==> config.mk <==
export PLATFORM = sky130hd
export DESIGN_NAME = serial_add_sub
export DESIGN_NICKNAME = d
export VERILOG_FILES = /design/src/rtl/serial_alu_pkg.sv /design/src/rtl/full_adder.sv /design/src/rtl/serial_add_sub.sv
export SDC_FILE = /design/constraint.sdc
export NUM_CORES = 1
export LEC_CHECK = 0
export ABC_AREA = 1
export CAP_MARGIN = 20
export CORE_ASPECT_RATIO = 0.75
export CORE_MARGIN = 2
export CORE_UTILIZATION = 40
export DETAILED_ROUTE_END_ITERATION = 16
export HOLD_SLACK_MARGIN = 0.02
export PLACE_DENSITY = 0.63
export SETUP_SLACK_MARGIN = 0.3
export SLEW_MARGIN = 20
export SYNTH_ARGS = -nofsm -noshare
export SYNTH_HDL_FRONTEND = slang
export SYNTH_SLANG_ARGS = --single-unit
==> constraint.sdc <==
create_clock -name clk -period 2.05 [get_ports clk]
set_input_delay 0.615 -clock clk [delete_from_list [all_inputs] [get_ports clk]]
set_output_delay 0.615 -clock clk [all_outputs]
set_load 0.005 [all_outputs]
==> src/rtl/serial_alu_pkg.sv <==
// Shared definitions for the bit-serial arithmetic unit.
//   state_e       : sequencer states of serial_add_sub
//   DEFAULT_WIDTH : default operand/result width
package serial_alu_pkg;

    typedef enum logic [1:0] {
        S_IDLE = 2'd0,
        S_RUN  = 2'd1,
        S_DONE = 2'd2
    } state_e;

    localparam int unsigned DEFAULT_WIDTH = 32;

endpackage : serial_alu_pkg

==> src/rtl/full_adder.sv <==
// One-bit full adder, used as the bit-slice of the serial adder.
//   sum       : a ^ b ^ carry_in
//   carry_out : majority(a, b, carry_in)
//   a, b      : operand bits
//   carry_in  : incoming carry
module full_adder (
    output logic sum,
    output logic carry_out,
    input  logic a,
    input  logic b,
    input  logic carry_in
);

    assign sum       = a ^ b ^ carry_in;
    assign carry_out = (a & b) | (a & carry_in) | (b & carry_in);

endmodule : full_adder

==> src/rtl/serial_add_sub.sv <==
// Bit-serial WIDTH-bit adder/subtractor, one bit per clock, LSB first.
//   clk, rst_n      : rising-edge clock, synchronous active-low reset
//   start           : request, accepted in IDLE or DONE
//   sub             : 0 = a+b, 1 = a-b (sampled with start)
//   a, b            : operands (sampled with start)
//   busy            : high while the operation is running
//   done            : one-cycle pulse when result/flags are valid
//   result          : sum/difference, held until the next accepted start
//   carry_out       : carry out of the MSB (subtract: 1 = no borrow)
//   overflow        : signed overflow
//   zero            : result == 0
module serial_add_sub
    import serial_alu_pkg::*;
#(
    parameter int unsigned WIDTH = DEFAULT_WIDTH,
    parameter int unsigned CNT_W = $clog2(WIDTH) + 1
) (
    input  logic             clk,
    input  logic             rst_n,
    input  logic             start,
    input  logic             sub,
    input  logic [WIDTH-1:0] a,
    input  logic [WIDTH-1:0] b,
    output logic             busy,
    output logic             done,
    output logic [WIDTH-1:0] result,
    output logic             carry_out,
    output logic             overflow,
    output logic             zero
);

    state_e             state_q;
    logic [CNT_W-1:0]   cnt_q;
    logic [WIDTH-1:0]   a_sh_q;
    logic [WIDTH-1:0]   b_sh_q;
    logic [WIDTH-1:0]   res_q;
    logic               carry_q;
    logic               busy_q;
    logic               done_q;
    logic               cout_q;
    logic               ovf_q;
    logic               zero_q;

    logic               fa_sum;
    logic               fa_cout;
    logic [WIDTH-1:0]   res_d;
    logic               last_bit;

    full_adder u_fa (
        .sum       (fa_sum),
        .carry_out (fa_cout),
        .a         (a_sh_q[0]),
        .b         (b_sh_q[0]),
        .carry_in  (carry_q)
    );

    // Result register after this cycle's bit is shifted in from the top.
    assign res_d    = {fa_sum, res_q[WIDTH-1:1]};
    assign last_bit = (cnt_q == CNT_W'(WIDTH - 1));

    always_ff @(posedge clk) begin
        if (!rst_n) begin
            state_q <= S_IDLE;
            cnt_q   <= '0;
            a_sh_q  <= '0;
            b_sh_q  <= '0;
            res_q   <= '0;
            carry_q <= 1'b0;
            busy_q  <= 1'b0;
            done_q  <= 1'b0;
            cout_q  <= 1'b0;
            ovf_q   <= 1'b0;
            zero_q  <= 1'b0;
        end else begin
            case (state_q)
                S_IDLE, S_DONE: begin
                    done_q <= 1'b0;
                    if (start) begin
                        // Subtraction as a + ~b + 1: the +1 enters as the initial carry.
                        state_q <= S_RUN;
                        busy_q  <= 1'b1;
                        cnt_q   <= '0;
                        a_sh_q  <= a;
                        b_sh_q  <= sub ? ~b : b;
                        carry_q <= sub;
                        res_q   <= '0;
                        cout_q  <= 1'b0;
                        ovf_q   <= 1'b0;
                        zero_q  <= 1'b0;
                    end else begin
                        state_q <= S_IDLE;
                        busy_q  <= 1'b0;
                    end
                end
                S_RUN: begin
                    res_q   <= res_d;
                    a_sh_q  <= {1'b0, a_sh_q[WIDTH-1:1]};
                    b_sh_q  <= {1'b0, b_sh_q[WIDTH-1:1]};
                    carry_q <= fa_cout;
                    cnt_q   <= cnt_q + 1'b1;
                    if (last_bit) begin
                        // carry_q here is the carry into the MSB.
                        state_q <= S_DONE;
                        busy_q  <= 1'b0;
                        done_q  <= 1'b1;
                        cout_q  <= fa_cout;
                        ovf_q   <= carry_q ^ fa_cout;
                        zero_q  <= (res_d == '0);
                    end
                end
                default: begin
                    state_q <= S_IDLE;
                    busy_q  <= 1'b0;
                    done_q  <= 1'b0;
                end
            endcase
        end
    end

    assign busy      = busy_q;
    assign done      = done_q;
    assign result    = res_q;
    assign carry_out = cout_q;
    assign overflow  = ovf_q;
    assign zero      = zero_q;

endmodule : serial_add_sub

==> run_results.csv, run 1 <==
group,metric,value,unit
run_status,outcome,"finished, final reports clean",
finish,post-route-util,0.536,
die,die-height,101,um
finish,syn_to_final_growth,30.2,%
global_route,grt_pass1_wl,19.4,mm
sta,relSlewSlack,0.469,
sta,rsz0062_at_grt,"false",
finish,diodes,0,
global_route,track_usage,0.175,
route,routed_wl,11.8,mm
die,num_rows,35,
synth,ys_ff_latch,110,
route,vias,4698,
clock_tree,h-tree-depth,3,
synth,syn_area,5070,sq um
sta,finalMaxSlewViolations,0,
synth,syn_avg_cell_area,7.03,sq um
sta,hold_slack,0.454,ns
placed_design,place_inst,960,
setup_path,crit_buf_inv,3,
route,wl_per_cell,12.0,um
finish,layout-drive-gt1-share,0.126,
setup_path,crit_arrival,1.90,ns
placed_design,dp_hpwl,8.09,mm
die,start_util,0.412,
sta,tns,0,ns
route,first_pass_iters,4,
clock_tree,cts_max_path_buffers,2,
power,p_leak,0.00302,uW
clock_tree,clk_latency,0.34,ns
setup_path,cp_max_fo,29,
synth,synth-main-ff-cell,"dfxtp_1",
setup_path,critPathRequiredTime,2.30,ns
synth,synthArstFlopShare,0,
synth,ys_seq_area_frac,0.435,
sta,period_minus_slack,1.65,ns
placed_design,io_buffers,104,
clock_tree,cts.clk_slew.worst_paths,0.07,ns
clock_tree,numCtsBuffers,9,
global_route,grt_antenna_before_repair,0,
die,dieArea,13600,sq um
sta,fin_skew,0.00846,ns
route,drt_iter0_markers,343,
power,power,4760,uW
synth,synth_cell_types,27,
synth,synth_edf_count,0,
finish,final_cells,989,
route,drc,0,
synth,syn_nets,791,
die,io_pins,105,
power,irDropWorstVdd,0.000412,V
sta,hold_viol,0,
sta,worst_pin_slew,0.796,ns
synth,yosysMostFrequentCell,"nand2_1",
setup_path,cpMaxStageDelayCell,"clkdlybuf4s50_1",
clock_tree,cts_hold_buf,0,
sta,setup_viol,0,
placed_design,gp_congestion,0.790,
setup_path,critical_path.top_delay_family,"buffers and inverters",
setup_path,critPathMaxStageDelay,0.51,ns
setup_path,cp_cell_sequence,"clkdlybuf4s50_1 > nand2_8 > nand2_8 > inv_12 > buf_12 > nand2_1 > a31oi_1",
setup_path,critical_path.most_common_cell,"nand2_8",
route,vias_per_cell,4.75,
clock_tree,cts_sinks,110,
global_route,grt_max_degree,59,
clock_tree,cts_tree,"yes",
synth,synthTopCellsByArea,"dfxtp_1, nand2_1, nand3_1",
synth,yosys-top-cells-count,"nand2_1, dfxtp_1, inv_1, nand3_1, o21ai_0",
setup_path,start_kind,"primary input",
setup_path,end_kind,"flip-flop",
synth,yosysWarnings,0,
synth,synth_top_cell_area_share,0.435,
sta,finalCritPeriodShare,0.803,
sta,fmax,607,MHz
clock_tree,cts-root-buf,"clkbuf_16",
global_route,grt_pass1_vias,4317,
global_route,overflow,0,
synth,yosys.area.top_type,"dfxtp_1",
power,pwr_density_cell,722,nW/um^2
finish,nets,888,
die,core-area,12300,sq um
run,drv_cap,0,
hold_path,holdCritPathClass,"flip-flop to flip-flop",
route,antenna_left,0,
setup_path,criticalPathCategory,"primary input to flip-flop",
die,die_w,134,um
synth,netlist_instances,721,
[where the power goes]
| group | internal [uW] | total, uW | switching (uW) |
|---|---|---|---|
| Sequential | 2240 | 2300 | 61.5 |
| Combinational | 321 | 706 | 385 |
| Clock | 1010 | 1750 | 745 |
[layout by cell type, fill, tap and decap left out, types with 3 or more instances in the layout]
cell             instances
o21ai_0                 40
a21oi_1                 30
nand3_1                 60
nand2_2                 20
nand2_1                257
clkdlybuf4s50_1         65
buf_12                   8
clkinv_2                 3
dfxtp_1                 78
a31oi_1                 32
nor2_1                  39
buf_4                   17
inv_1                   65
dfxtp_2                 31
inv_2                    3
dlygate4sd2_1           36
xor2_1                   9
clkbuf_16                9
[path summary, 6_finish.rpt]
path / cells after the start / from / slack, ns / end
worst min-delay path: 2 / done / 0.45 / done
worst max register to register: 6 / state_q[0] / 0.50 / zero
worst max-delay path: 7 / start / 0.40 / a_sh_q[30]
worst min register to register: 2 / done / 0.45 / done
[final cells by class]
| type | instances | area, sq um |
|---|---|---|
| timing repair buffer | 129 | 1280 |
| clock inverter | 4 | 45.0 |
| fill | 1134 | 5710 |
| clock buffer | 12 | 256 |
| multi-input combinational | 498 | 2290 |
| tap | 166 | 208 |
| inverter | 70 | 278 |
| sequential | 110 | 2240 |
[flip-flops by register name, summed over array words and instances, names as in the netlist]
name       count
overflow       1
carry_out      1
result        32
carry_q        1
zero           1
cnt_q          6
busy           1
a_sh_q        32
state_q        2
done           1
b_sh_q        32
[cells by family after synthesis]
| family | share of synthesized area |
|---|---|
| AOI/OAI and AO/OA | 0.110 |
| xor gates and xnor gates | 0.0156 |
| adders and majority gates | 0.00642 |
| buffers and inverters | 0.115 |
| DFF | 0.435 |
| and+or+nand+nor | 0.319 |
[timing repair]
| action | CTS | global route |
|---|---|---|
| gates resized for setup | 68 | 3 |
| endpoints found under the setup margin | 37 | 5 |
| setup buffers | 13 | 0 |
[layer usage]
metal,vias up,GRT usage,wire (um)
li1,2469,-,-
met1,2091,0.233,5870
met2,123,0.286,5190
met3,15,0.0415,595
met4,0,0.0516,172
met5,-,0,0
[per-stage QoR]
| stage | worst slack (ns) | cell area [sq um] |
|---|---|---|
| final | 0.403 | 6600 |
| after global routing | 0.320 | 6600 |
| after CTS | 0.201 | 6590 |
| after detailed placement | 0.0499 | 6190 |
| after global placement | 0.0939 | 6190 |
| after floorplan | 0.674 | 5070 |
[worst min-delay path, cell delays in order (launching register included)]
cell,delay [ns]
dfxtp_1,0.31
inv_1,0.05
a21oi_1,0.05
Note: power is estimated with default switching activity, not from simulation.
==> run 2: changes to the inputs <==
--- a/config.mk
+++ b/config.mk
@@ -12,7 +12,7 @@
 export CORE_UTILIZATION = 40
 export DETAILED_ROUTE_END_ITERATION = 16
 export HOLD_SLACK_MARGIN = 0.02
-export PLACE_DENSITY = 0.63
+export PLACE_DENSITY = 0.65
 export SETUP_SLACK_MARGIN = 0.3
 export SLEW_MARGIN = 20
 export SYNTH_ARGS = -nofsm -noshare
==> constraint.sdc (replaced) <==
create_clock -name clk -period 1.4 [get_ports clk]
set_input_delay 0.42 -clock clk [delete_from_list [all_inputs] [get_ports clk]]
set_output_delay 0.42 -clock clk [all_outputs]
set_load 0.005 [all_outputs]
==> run 2 against run 1 <==
- the flow now finishes with violations (negative setup slack)
- global-route usage grew 6.8 points
- combinational power increased to 3.2 times the previous value
- total power up 73%
- setup slack worse by 0.53 ns
- clock skew increased by 0.00075 ns
- flip-flop and latch count is the same
- routed wire length is 52% higher
- largest power group unchanged
==> run_results.csv, run 2 (synthesis gave the netlist of run 1 again) <==
group,metric,value,unit
route,routed_wl,18.0,mm
finish,mostFrequentLayoutCell,"nand2_1",
clock_tree,cts.clk_slew.worst_paths,0.07,ns
sta,tns,-0.131,ns
sta,period_minus_slack,1.53,ns
finish,diodes,0,
sta,worst_pin_slew,0.424,ns
setup_path,cpMaxStageDelayCell,"fa_1",
clock_tree,cts_hold_buf,0,
sta,setup_viol,1,
power,p_leak,0.00442,uW
die,start_util,0.412,
setup_path,startpoint,"carry_q",
setup_path,crit_end,"zero",
setup_path,end_kind,"flip-flop",
run_status,outcome,"complete, but fails checks",
sta,relSlewSlack,0.717,
setup_path,cp_cell_sequence,"inv_2 > fa_1 > nand2_1 > nor2_2 > nand2_1 > nor2_2 > nand3_1 > nand2_1",
setup_path,criticalPathCategory,"flip-flop to flip-flop",
clock_tree,numCtsBuffers,9,
setup_path,crit_arrival,1.83,ns
global_route,grt_pass1_wl,26.2,mm
die,core-area,12300,sq um
setup_path,critPathRequiredTime,1.70,ns
route,vias_per_cell,5.15,
power,p_sw,2430,uW
finish,mostFrequentLayoutCells,"nand2_1, nand2_4, dfxtp_1, clkdlybuf4s50_1, inv_1",
global_route,overflow,0,
run_status,violations,"negative setup slack",
sta,rsz0062_at_grt,"true",
placed_design,io_buffers,104,
finish,nets,977,
setup_path,critical_path.most_common_cell,"nand2_1",
placed_design,dp_slack,-0.370,ns
clock_tree,clk_latency,0.36,ns
sta,fmax,653,MHz
setup_path,cp_max_fo,2,
setup_path,ff2ff_path_depth,8,
placed_design,place_inst,978,
power,pwr_density_cell,896,nW/um^2
global_route,track_usage,0.242,
sta,finalMaxSlewViolations,0,
die,dieArea,13600,sq um
power,irDropWorstVdd,0.000664,V
route,drt_iter0_markers,354,
power,seq_power_share,0.418,
placed_design,gp_congestion,0.802,
route,vias,5551,
clock_tree,cts_max_path_buffers,2,
finish,syn_to_final_growth,81.6,%
die,die-height,101,um
sta,hold_slack,0.473,ns
finish,final_cells,1077,
power,intPower,5810,uW
hold_path,holdCritPathClass,"flip-flop to flip-flop",
sta,finalCritPeriodShare,1.09,
route,first_pass_iters,5,
setup_path,critPathMaxStageDelay,0.55,ns
clock_tree,cts_tree,"yes",
die,io_pins,105,
clock_tree,cts-root-buf,"clkbuf_16",
global_route,grt_antenna_before_repair,0,
sta,fin_skew,0.00921,ns
setup_path,r2r_start,"carry_q",
power,swShare,0.295,
die,num_rows,35,
finish,fill_cells,798,
route,wl_per_cell,16.7,um
setup_path,r2r-end,"zero",
setup_path,start_kind,"flip-flop",
global_route,grt_max_degree,32,
route,antenna_left,0,
clock_tree,cts_sinks,110,
finish,layout-drive-gt1-share,0.484,
global_route,grt_pass1_vias,5376,
placed_design,dp_hpwl,8.30,mm
run,drv_cap,0,
power,p_comb_frac,0.271,
power,p_clk_frac,0.311,
sta,setup_ws,-0.131,ns
setup_path,reg2reg_slack,-0.13,ns
route,drc,0,
die,die_w,134,um
sta,hold_viol,0,
clock_tree,h-tree-depth,3,
[run 2: cell count changes in the layout (fill, tap and decap cells not counted), sizes merged]
cell,change
clkbuf,+2
dlygate4sd2,-35
clkdlybuf4s50,-1
clkinv,+2
dlymetal6s2s,-1
inv,+2
buf,+119
[run 2: worst min-delay path by stage]
stage                     from  slack [ns]          to  cells after the start
floorplan           a_sh_q[31]        0.44  a_sh_q[31]                      2
global placement          done        0.44        done                      2
detailed placement    cnt_q[0]        0.46    cnt_q[0]                      1
CTS                      rst_n        0.48  b_sh_q[22]                      3
global route              busy        0.48        busy                      2
finish                    busy        0.47        busy                      2
[run 2: power groups by stage]
stage / logic [uW] / clock network [uW] / registers, uW
3_5_place_dp: 1110 / 0 / 3450
5_1_grt: 2370 / 2720 / 3460
3_3_place_gp: 1080 / 0 / 3440
6_report: 2230 / 2570 / 3440
4_1_cts: 1920 / 2550 / 3410
2_1_floorplan: 714 / 0 / 3430
[run 2: cell type report]
class                   instances  area (sq um)  share of cell area
well taps                     166           208              0.0226
repair buffers                214          2560               0.278
flip-flops and latches        110          2260               0.246
multi-input cells             498          3500               0.381
clock inverters                 4          48.8             0.00530
repair inverters                4          57.6             0.00625
clock buffers                  11           233              0.0253
inverters                      70           334              0.0363
[run 2: per-layer routing]
layer | GRT usage | wire length (um) | vias to the layer above
li1 | - | - | 2668
met1 | 0.304 | 7330 | 2642
met2 | 0.422 | 9160 | 206
met3 | 0.0495 | 1080 | 35
met4 | 0.0802 | 384 | 0
met5 | 0 | 0 | -
[run 2: repair_timing]
item	4_1_cts	5_1_grt
endpoints found under the setup margin	147	146
cloned	21	4
resized for setup	458	122
buffers inserted	50	9
pin swaps	42	42
[run 2: critical path: cells and delay by family, from the launching register on]
| family | cells | cell delay [ns] |
|---|---|---|
| buffers and inverters | 1 | 0.05 |
| AND/OR/NAND/NOR | 6 | 0.55 |
| flip-flops | 1 | 0.34 |
| adder cells (fa/ha/maj) | 1 | 0.55 |
[run 2: stage by stage]
step | cell area, sq um | power [uW] | utilization
after floorplan | 5120 | 4140 | -
after global placement | 6390 | 4530 | 0.519
after detailed placement | 6390 | 4560 | 0.519
after CTS | 8430 | 7880 | 0.685
after global routing | 9200 | 8540 | 0.748
final | 9200 | 8240 | 0.748
==> run 3: changes to the inputs <==
--- a/config.mk
+++ b/config.mk
@@ -5,14 +5,15 @@
 export SDC_FILE = /design/constraint.sdc
 export NUM_CORES = 1
 export LEC_CHECK = 0
-export ABC_AREA = 1
+export ABC_AREA = 0
 export CAP_MARGIN = 20
 export CORE_ASPECT_RATIO = 0.75
 export CORE_MARGIN = 2
 export CORE_UTILIZATION = 40
+export CTS_BUF_LIST = sky130_fd_sc_hd__clkbuf_4 sky130_fd_sc_hd__clkbuf_8
 export DETAILED_ROUTE_END_ITERATION = 16
 export HOLD_SLACK_MARGIN = 0.02
-export PLACE_DENSITY = 0.65
+export PLACE_DENSITY = 0.67
 export SETUP_SLACK_MARGIN = 0.3
 export SLEW_MARGIN = 20
 export SYNTH_ARGS = -nofsm -noshare
==> run 3 against run 2 <==
- the run still ends with negative setup slack left
- setup slack got worse by 0.070 ns
- global-route usage decreased by 2.6 points
- die area decreased by 8.7%
- core utilization decreased by 6.5 points
- synthesized cell count decreased by 34%
- worst hold slack got worse by 0.064 ns
- cell count decreased by 27%
- via count decreased by 24%
- maximum frequency decreased by 4.3%
- largest cell class unchanged
==> run_results.csv, run 3 <==
group,metric,value,unit
setup_path,critical_path.most_common_cell,"inv_2",
die,io_pins,105,
setup_path,start_kind,"flip-flop",
setup_path,cp_cell_sequence,"inv_2 > fa_1 > inv_2 > nor4_4 > nand4_1 > o31ai_1",
synth,synthArstFlopShare,0,
synth,yosys-top-cells-count,"dfxtp_1, nor2b_1, nand2_1, nor2_1",
die,num_rows,33,
setup_path,reg2reg_slack,-0.20,ns
clock_tree,cts_tree,"yes",
sta,finalCritPeriodShare,1.14,
clock_tree,cts.clk_slew.worst_paths,0.10,ns
die,dieArea,12400,sq um
finish,final_area,7560,sq um
sta,period_minus_slack,1.60,ns
sta,fmax,625,MHz
synth,syn_area,4610,sq um
global_route,grt_antenna_before_repair,0,
route,vias_per_cell,5.38,
run,drv_cap,0,
sta,setup_viol,27,
clock_tree,cts-root-buf,"clkbuf_8",
synth,ys_seq_area_frac,0.478,
global_route,overflow,0,
run_status,violations,"negative setup slack",
global_route,grt_max_degree,48,
synth,synth_edf_count,0,
synth,synth-main-ff-cell,"dfxtp_1",
setup_path,crit_arrival,1.89,ns
run_status,outcome,"complete, but fails checks",
placed_design,gp_congestion,0.740,
global_route,track_usage,0.217,
sta,setup_ws,-0.200,ns
setup_path,r2r-end,"zero",
setup_path,r2r_start,"carry_q",
setup_path,critPathMaxStageDelay,0.56,ns
sta,finalMaxSlewViolations,0,
synth,syn_nets,543,
synth,synthTopCellsByArea,"dfxtp_1, a22o_1, a221oi_1",
die,core-area,11100,sq um
finish,layout-drive-gt1-share,0.448,
route,drc,0,
synth,yosys.area.top_type,"dfxtp_1",
die,die_w,128,um
route,wl_per_cell,17.1,um
route,antenna_left,0,
global_route,grt_pass1_wl,21.5,mm
synth,synth_top_cell_area_share,0.478,
power,irDropWorstVdd,0.000575,V
route,vias,4243,
sta,relSlewSlack,0.743,
sta,rsz0062_at_grt,"true",
synth,ys_ff_latch,110,
setup_path,critPathRequiredTime,1.69,ns
global_route,grt_pass1_vias,4244,
power,p_leak,0.00296,uW
synth,synth_cell_types,38,
synth,yosysMostFrequentCell,"dfxtp_1",
setup_path,cp_max_fo,2,
setup_path,startpoint,"carry_q",
finish,nets,713,
die,die-height,97.0,um
setup_path,criticalPathCategory,"flip-flop to flip-flop",
finish,mostFrequentLayoutCell,"dfxtp_1",
synth,netlist_instances,473,
setup_path,cpMaxStageDelayCell,"fa_1",
die,start_util,0.417,
finish,diodes,0,
clock_tree,h-tree-depth,3,
route,drt_iter0_markers,237,
hold_path,holdCritPathClass,"primary input to flip-flop",
finish,mostFrequentLayoutCells,"dfxtp_1, clkdlybuf4s50_1, buf_4",
setup_path,ff2ff_path_depth,6,
placed_design,dp_hpwl,7.35,mm
clock_tree,clk_latency,0.38,ns
finish,syn_to_final_growth,64.0,%
clock_tree,cts_sinks,110,
setup_path,crit_end,"zero",
route,routed_wl,13.5,mm
sta,fin_skew,0.0115,ns
placed_design,io_buffers,104,
clock_tree,numCtsBuffers,9,
placed_design,placedInstanceArea,6160,sq um
sta,hold_slack,0.409,ns
synth,syn_avg_cell_area,9.75,sq um
clock_tree,cts_max_path_buffers,2,
hold_path,hp-start,"rst_n",
setup_path,end_kind,"flip-flop",
sta,hold_viol,0,
sta,worst_pin_slew,0.385,ns
power,pwr_density_cell,968,nW/um^2
route,first_pass_iters,4,
synth,yosysWarnings,0,
run 3: cell types whose count changed after synthesis, sizes merged, moves of 33 or more:
cell / change
a21boi: +34
a22o: +33
a22oi: +33
inv: -62
nand2: -247
nand3: -57
nor2b: +36
o21ai: -37
run 3: layout make-up:
cell class | instances | area [sq um]
fillers | 825 | 3500
multi-input cells | 315 | 2700
flip-flops and latches | 110 | 2260
repair buffers | 199 | 2170
well taps | 140 | 175
clock buffers | 11 | 145
clock inverters | 5 | 81.3
inverters | 8 | 30.0
run 3: metal layers:
layer / track usage / share of wire
met2: 0.360 / 0.47
met4: 0.0482 / 0.0083
met5: 0 / 0
met1: 0.286 / 0.47
met3: 0.0514 / 0.049
run 3: how the worst min path moves through the flow:
stage	slack [ns]	end	depth (start not counted)
6_report	0.41	state_q[0]	2
3_3_place_gp	0.45	a_sh_q[27]	2
4_1_cts	0.38	state_q[0]	2
5_1_grt	0.42	carry_q	2
3_5_place_dp	0.45	a_sh_q[26]	2
2_1_floorplan	0.44	a_sh_q[10]	2
run 3: power by group:
group / switching (uW) / internal (uW)
Clock: 1060 / 1080
Combinational: 728 / 1030
Sequential: 137 / 3280
Total: 1930 / 5390
run 3: stage by stage:
step | std cells | utilization | setup WS [ns] | TNS, ns | power (uW)
after floorplan | 473 | - | -0.0438 | -0.0438 | 4270
after global placement | 706 | 0.556 | -0.562 | -45.38 | 4570
after detailed placement | 706 | 0.556 | -0.597 | -47.67 | 4590
after CTS | 782 | 0.665 | -0.213 | -0.735 | 7250
after global routing | 788 | 0.683 | -0.279 | -3.76 | 7610
final | 788 | 0.683 | -0.200 | -1.24 | 7320
run 3: cell families (layout without fill, tap and decap cells):
family                   Yosys count  count (layout)  share of synthesized area
flip-flops                       110             110                      0.478
buffers and inverters             51             223                     0.0583
AO/OA/AOI/OAI                    146             146                      0.253
AND/OR/NAND/NOR                  131             134                      0.141
XOR/XNOR                          33              33                     0.0627
adder cells (fa/ha/maj)            2               2                    0.00706
run 3: critical path, delay by kind of cell (launching register included):
kind	cells	cell delay [ns]
AOI/OAI and AO/OA	1	0.23
and+or+nand+nor	2	0.30
buffers and inverters	2	0.10
DFF	1	0.35
adders and majority gates	1	0.56
run 3: what timing repair did:
action | CTS | global route
setup buffers | 45 | 4
endpoints found under the hold margin | 0 | 0
gates resized for setup | 290 | 24
hold buffers | 0 | 0
gates cloned | 15 | 2
setup endpoints to repair | 146 | 147
pin swaps | 25 | 10
